==> src/rtl/uart_pkg.sv <==
// Shared types and constants for the UART transmit scheduler.
package uart_pkg;

   localparam int unsigned BYTE_W = 8;
   localparam int unsigned CHK_W  = 8;

   typedef enum logic [2:0] {
      S_IDLE      = 3'd0,
      S_ISSUE     = 3'd1,
      S_WAIT_BUSY = 3'd2,
      S_WAIT_DONE = 3'd3,
      S_CHK       = 3'd4
   } state_t;

   // (a + b) mod n for a < n, b < n
   function automatic int unsigned wrap_add(input int unsigned a, input int unsigned b,
                                            input int unsigned n);
      int unsigned s;
      s = a + b;
      return (s >= n) ? (s - n) : s;
   endfunction

endpackage

==> src/rtl/rr_arbiter.sv <==
// Combinational round-robin arbiter: first set request at or above ptr, wrapping.
module rr_arbiter
   import uart_pkg::*;
#(
   parameter int unsigned N_REQ = 4,
   parameter int unsigned IDX_W = 2
) (
   input  logic [N_REQ-1:0] req,
   input  logic [IDX_W-1:0] ptr,
   output logic [N_REQ-1:0] grant,
   output logic [IDX_W-1:0] idx,
   output logic             any
);

   always_comb begin
      grant = '0;
      idx   = '0;
      any   = 1'b0;
      for (int unsigned k = 0; k < N_REQ; k++) begin
         int unsigned cand;
         cand = wrap_add(32'(ptr), k, N_REQ);
         if (!any && req[IDX_W'(cand)]) begin
            any                 = 1'b1;
            grant[IDX_W'(cand)] = 1'b1;
            idx                 = IDX_W'(cand);
         end
      end
   end

endmodule

==> src/rtl/uart_tx_sched.sv <==
// Packet scheduler multiplexing N_REQ byte streams onto one UART transmitter.
// Define UART_TX_SCHED_CHKSUM_EN to append an XOR checksum byte to every packet.
module uart_tx_sched
   import uart_pkg::*;
#(
   parameter int unsigned N_REQ = 4,
   parameter int unsigned IDX_W = 2
) (
   input  logic                 clk,
   input  logic                 rst_n,
   input  logic [N_REQ-1:0]     req_valid,
   input  logic [8*N_REQ-1:0]   req_data,
   input  logic [N_REQ-1:0]     req_last,
   output logic [N_REQ-1:0]     req_ready,
   output logic [7:0]           tx_data,
   output logic                 tx_data_valid,
   input  logic                 tx_data_ready,
   output logic [IDX_W-1:0]     grant_id,
   output logic                 busy
);

   logic [N_REQ-1:0][BYTE_W-1:0] req_bytes;
   logic [N_REQ-1:0]             arb_grant;
   logic [IDX_W-1:0]             arb_idx;
   logic                         arb_any;

   state_t                       state;
   logic [IDX_W-1:0]             rr_ptr;
   logic [N_REQ-1:0]             grant_oh;
   logic                         last_flag;
`ifdef UART_TX_SCHED_CHKSUM_EN
   logic [CHK_W-1:0]             acc;
   logic                         chk_sent;
`endif

   assign req_bytes = req_data;

   rr_arbiter #(
      .N_REQ (N_REQ),
      .IDX_W (IDX_W)
   ) u_arb (
      .req   (req_valid),
      .ptr   (rr_ptr),
      .grant (arb_grant),
      .idx   (arb_idx),
      .any   (arb_any)
   );

   // Owner is locked from grant until its last byte (and checksum) leaves the line.
   always_ff @(posedge clk) begin
      if (!rst_n) begin
         state         <= S_IDLE;
         rr_ptr        <= '0;
         grant_id      <= '0;
         grant_oh      <= '0;
         busy          <= 1'b0;
         tx_data_valid <= 1'b0;
         tx_data       <= 8'h00;
         req_ready     <= '0;
         last_flag     <= 1'b0;
`ifdef UART_TX_SCHED_CHKSUM_EN
         acc           <= '0;
         chk_sent      <= 1'b0;
`endif
      end else begin
         tx_data_valid <= 1'b0;
         req_ready     <= '0;
         case (state)
            S_IDLE: begin
               if (arb_any) begin
                  grant_id <= arb_idx;
                  grant_oh <= arb_grant;
                  busy     <= 1'b1;
                  state    <= S_ISSUE;
`ifdef UART_TX_SCHED_CHKSUM_EN
                  acc      <= '0;
                  chk_sent <= 1'b0;
`endif
               end
            end
            S_ISSUE: begin
               if (tx_data_ready && req_valid[grant_id]) begin
                  tx_data_valid <= 1'b1;
                  tx_data       <= req_bytes[grant_id];
                  req_ready     <= grant_oh;
                  last_flag     <= req_last[grant_id];
`ifdef UART_TX_SCHED_CHKSUM_EN
                  acc           <= acc ^ req_bytes[grant_id];
`endif
                  state         <= S_WAIT_BUSY;
               end
            end
            S_WAIT_BUSY: begin
               if (!tx_data_ready) state <= S_WAIT_DONE;
            end
            S_WAIT_DONE: begin
               if (tx_data_ready) begin
                  if (!last_flag) begin
                     state <= S_ISSUE;
                  end
`ifdef UART_TX_SCHED_CHKSUM_EN
                  else if (!chk_sent) begin
                     state <= S_CHK;
                  end
`endif
                  else begin
                     state  <= S_IDLE;
                     busy   <= 1'b0;
                     rr_ptr <= IDX_W'(wrap_add(32'(grant_id), 32'd1, N_REQ));
                  end
               end
            end
`ifdef UART_TX_SCHED_CHKSUM_EN
            // Trailer byte is ours, so no requester sees an accept for it.
            S_CHK: begin
               if (tx_data_ready) begin
                  tx_data_valid <= 1'b1;
                  tx_data       <= acc;
                  chk_sent      <= 1'b1;
                  state         <= S_WAIT_BUSY;
               end
            end
`endif
            default: state <= S_IDLE;
         endcase
      end
   end

endmodule

==> config.mk <==
export PLATFORM = sky130hd
export DESIGN_NAME = uart_tx_sched
export DESIGN_NICKNAME = d
export VERILOG_FILES = /design/src/rtl/uart_pkg.sv /design/src/rtl/rr_arbiter.sv /design/src/rtl/uart_tx_sched.sv
export SDC_FILE = /design/constraint.sdc
export NUM_CORES = 1
export LEC_CHECK = 0
export BUFFER_PORTS_ARGS = -buffer_cell sky130_fd_sc_hd__buf_2
export CORE_AREA = 3 3 58 71
export CTS_CLUSTER_SIZE = 14
export DETAILED_ROUTE_END_ITERATION = 6
export DIE_AREA = 0 0 61 74
export PLACE_DENSITY_LB_ADDON = 0.1
export SYNTH_ARGS = -nofsm -noshare
export SYNTH_HDL_FRONTEND = slang
export SYNTH_HIERARCHICAL = 1
export SYNTH_SLANG_ARGS = --single-unit
==> constraint.sdc <==
create_clock -name clk -period 3.1 [get_ports clk]
set_input_delay 0.93 -clock clk [delete_from_list [all_inputs] [get_ports clk]]
set_output_delay 0.93 -clock clk [all_outputs]
set_load 0.1 [all_outputs]
==> flow_results.xml <==
<?xml version="1.0" encoding="UTF-8"?>
<metrics>
  <group name="route">
    <metric name="vias" unit="">1570</metric>
    <metric name="detail_route.wl_per_cell" unit="um">15.7</metric>
    <metric name="drt_first_iter_violations" unit="">74</metric>
    <metric name="routed_wl" unit="um">4240</metric>
    <metric name="remaining_drc_errors" unit="">0</metric>
    <metric name="postRouteAntennaNets" unit="">0</metric>
    <metric name="drt_pre_antenna_iters" unit="">4</metric>
    <metric name="viasPerCell" unit="">5.81</metric>
  </group>
  <group name="yosys">
    <metric name="synth.cell_area" unit="sq um">1720</metric>
    <metric name="net_count_after_synthesis" unit="">228</metric>
    <metric name="syn-instance-count" unit="">176</metric>
    <metric name="asyncSetResetFlopFracSynth" unit="">0</metric>
    <metric name="synth-edff-count" unit="">0</metric>
    <metric name="synth_cell_types" unit="">39</metric>
    <metric name="yosys_warnings" unit="">6</metric>
    <metric name="syn_area_cell" unit="sq um">9.80</metric>
    <metric name="seq_cells_post_synth" unit="">25</metric>
    <metric name="synth_seq_area_share" unit="">0.290</metric>
    <metric name="yosys_most_used_dff" unit="">sky130_fd_sc_hd__dfxtp_1</metric>
  </group>
  <group name="grt">
    <metric name="antenna_found_initial" unit="">0</metric>
    <metric name="overall_overflow_remaining_after_global_route" unit="">0</metric>
    <metric name="grt_first_pass_wirelength" unit="um">6730</metric>
    <metric name="grt_max_degree" unit="">21</metric>
    <metric name="grt_usage" unit="">0.196</metric>
    <metric name="first_global_vias" unit="">1462</metric>
  </group>
  <group name="die">
    <metric name="placeableCoreArea" unit="sq um">3570</metric>
    <metric name="floorplan.initialDensity" unit="">0.482</metric>
    <metric name="floorplan.die.width" unit="um">61</metric>
    <metric name="die_h" unit="um">74</metric>
    <metric name="fp.dieArea" unit="sq um">4510</metric>
    <metric name="placement_rows" unit="">24</metric>
    <metric name="ioPinCount" unit="">59</metric>
  </group>
  <group name="setup_path">
    <metric name="critical_path.endpoint_type" unit="">register</metric>
    <metric name="critical_path.most_common_cell" unit="">sky130_fd_sc_hd__nand2_1</metric>
    <metric name="ff2ff_setup_slack" unit="ns">0.75</metric>
    <metric name="slowest_delay" unit="ns">0.62</metric>
    <metric name="criticalPathCategory" unit="">in -&gt; reg</metric>
    <metric name="critical_path.cell_chain" unit="">buf_2 &gt; mux4_2 &gt; nor3_1 &gt; nand2b_1 &gt; nand2_1 &gt; nand2_1 &gt; a21oi_1</metric>
    <metric name="r2r_start" unit="">rr_ptr[0]</metric>
    <metric name="reg2reg_depth" unit="">7</metric>
    <metric name="worstReg2RegEnd" unit="">grant_id[0]</metric>
    <metric name="crit_path_max_fanout" unit="">13</metric>
    <metric name="crit_path_start" unit="">req_valid[3]</metric>
    <metric name="timing.critical_path.arrival" unit="ns">2.73</metric>
    <metric name="start_kind" unit="">primary input</metric>
    <metric name="crit_required" unit="ns">3.29</metric>
    <metric name="worst_path_max_delay_cell" unit="">sky130_fd_sc_hd__mux4_2</metric>
    <metric name="crit_end" unit="">grant_id[0]</metric>
  </group>
  <group name="clock_network">
    <metric name="tritoncts.num_buffers" unit="">3</metric>
    <metric name="cts-hold-fix-buffers" unit="">0</metric>
    <metric name="clock-sinks" unit="">25</metric>
    <metric name="ctsHtreeMaxLevel" unit="">1</metric>
    <metric name="clk-insertion-delay-late" unit="ns">0.27</metric>
    <metric name="cts_repair_resizes" unit="">0</metric>
    <metric name="cts_tree" unit="">built</metric>
    <metric name="cts-root-to-sink-buffers" unit="">2</metric>
    <metric name="root_buffer" unit="">sky130_fd_sc_hd__clkbuf_8</metric>
    <metric name="post-cts-setup-buffers" unit="">0</metric>
    <metric name="cts.clk_slew.worst_paths" unit="ns">0.08</metric>
  </group>
  <group name="finish">
    <metric name="layout_commonest_cell" unit="">sky130_fd_sc_hd__buf_2</metric>
    <metric name="final_layout_size_suffix_gt1_frac" unit="">0.351</metric>
    <metric name="finish.net_count" unit="">284</metric>
    <metric name="commonest_non_fill_non_tap_cells_in_the_layout" unit="">sky130_fd_sc_hd__buf_2, sky130_fd_sc_hd__dfxtp_1, sky130_fd_sc_hd__nand2_1</metric>
    <metric name="area_delta_synth_final" unit="%">20.4</metric>
    <metric name="antenna-diode-count" unit="">0</metric>
    <metric name="finalCoreUtilization" unit="">0.581</metric>
  </group>
  <group name="sta">
    <metric name="grt_setup_unrepaired" unit="">no</metric>
    <metric name="max_clock_freq" unit="MHz">395</metric>
    <metric name="finalSetupTns" unit="ns">0</metric>
    <metric name="final_min_period_over_clock_period" unit="">0.818</metric>
    <metric name="slew_headroom" unit="">0.542</metric>
    <metric name="hold_viol_final" unit="">0</metric>
    <metric name="final_period_minus_worst_setup_slack" unit="ns">2.53</metric>
    <metric name="worstMarginPinSlew" unit="ns">0.686</metric>
    <metric name="clock_skew" unit="ns">0.00531</metric>
    <metric name="slew_violations" unit="">0</metric>
    <metric name="final-setup-viol-count" unit="">0</metric>
  </group>
  <group name="place">
    <metric name="place_hpwl" unit="um">3330</metric>
    <metric name="gp_congestion" unit="">0.819</metric>
    <metric name="io_buffers" unit="">58</metric>
  </group>
  <group name="power_and_ir_drop">
    <metric name="total_power" unit="mW">1.07</metric>
    <metric name="vdd.ir_drop.worst" unit="mV">0.183</metric>
    <metric name="power.leakage" unit="nW">0.917</metric>
    <metric name="p_per_area" unit="nW/um^2">514</metric>
  </group>
  <group name="job">
    <metric name="drv.max_cap_violation_count" unit="">0</metric>
  </group>
  <group name="status">
    <metric name="status" unit="">finished, final reports clean</metric>
  </group>
  <group name="hold_path">
    <metric name="hold_class" unit="">reg -&gt; reg</metric>
  </group>
</metrics>
## stage by stage
step                cells  cell area [sq um]  setup slack (ns)  hold WS, ns
floorplan             176               1720             0.628        0.430
global placement      266               2030             0.388        0.448
detailed placement    266               2030             0.302        0.445
CTS                   270               2080             0.585        0.457
global route          270               2080             0.431        0.474
finish                270               2080             0.565        0.455
## area by class of cell
class                      instances  area (sq um)
fill                             322          1500
clock buffer                       4          45.0
timing repair buffer              62           320
tap                               39          48.8
inverter                           8          30.0
sequential                        25           500
multi-input combinational        132          1130
## synth_stat cells, types with 3 or more instances
cell	instances	share of area
sky130_fd_sc_hd__a22oi_1	8	0.035
sky130_fd_sc_hd__nand2b_1	3	0.011
sky130_fd_sc_hd__clkbuf_1	6	0.013
sky130_fd_sc_hd__o21ai_0	7	0.020
sky130_fd_sc_hd__nand2_1	12	0.026
sky130_fd_sc_hd__and2_1	5	0.018
sky130_fd_sc_hd__and3_1	10	0.036
sky130_fd_sc_hd__inv_1	8	0.017
sky130_fd_sc_hd__a21boi_1	8	0.035
sky130_fd_sc_hd__ha_1	9	0.065
sky130_fd_sc_hd__nand3_1	7	0.020
sky130_fd_sc_hd__mux4_1	3	0.046
sky130_fd_sc_hd__mux2i_1	4	0.023
sky130_fd_sc_hd__mux4_2	10	0.13
sky130_fd_sc_hd__nor2_1	5	0.011
sky130_fd_sc_hd__a21oi_1	11	0.032
sky130_fd_sc_hd__o21a_1	9	0.039
sky130_fd_sc_hd__dfxtp_1	25	0.29
## cells by family after synthesis
logic type,count (synthesis),synth area share
flip-flops,25,0.290
multiplexers,19,0.213
XOR/XNOR,1,0.00508
AO/OA/AOI/OAI,53,0.210
AND/OR/NAND/NOR,50,0.163
buffers and inverters,19,0.0537
adder cells (fa/ha/maj),9,0.0653
## where the power goes
| group | switching (mW) | internal, mW |
|---|---|---|
| clock network | 0.0947 | 0.0919 |
| logic | 0.323 | 0.170 |
| registers | 0.0280 | 0.358 |
| total | 0.446 | 0.620 |
## registers in the layout (all words and copies together), names as in the netlist
register,count
last_flag,1
grant_oh,4
req_ready,4
tx_data_valid,1
busy,1
state,2
rr_ptr,2
grant_id,2
tx_data,8
## worst max-delay path: cells and delay by family
| family | cells | cell delay [ns] |
|---|---|---|
| AOI/OAI and AO/OA | 1 | 0.18 |
| and+or+nand+nor | 4 | 0.87 |
| muxes | 1 | 0.62 |
| buffers and inverters | 1 | 0.13 |
## layer usage
metal / GRT usage / share of wire / vias to the layer above / wire length, um
li1: - / - / 774 / -
met1: 0.235 / 0.40 / 729 / 1700
met2: 0.348 / 0.53 / 54 / 2250
met3: 0.0191 / 0.040 / 13 / 169
met4: 0.0892 / 0.030 / 0 / 126
met5: 0 / 0 / - / 0
## worst min path at each step
| stage | slack [ns] | startpoint | cells past startpoint | endpoint |
|---|---|---|---|---|
| finish | 0.45 | grant_oh[2] | 2 | grant_oh[2] |
| floorplan | 0.43 | grant_oh[0] | 1 | req_ready[0] |
| global placement | 0.45 | grant_oh[1] | 2 | grant_oh[1] |
| CTS | 0.46 | grant_oh[2] | 2 | grant_oh[2] |
| global route | 0.47 | grant_oh[2] | 2 | grant_oh[2] |
| detailed placement | 0.44 | grant_oh[2] | 1 | req_ready[2] |
(Power assumes the default switching activity.)
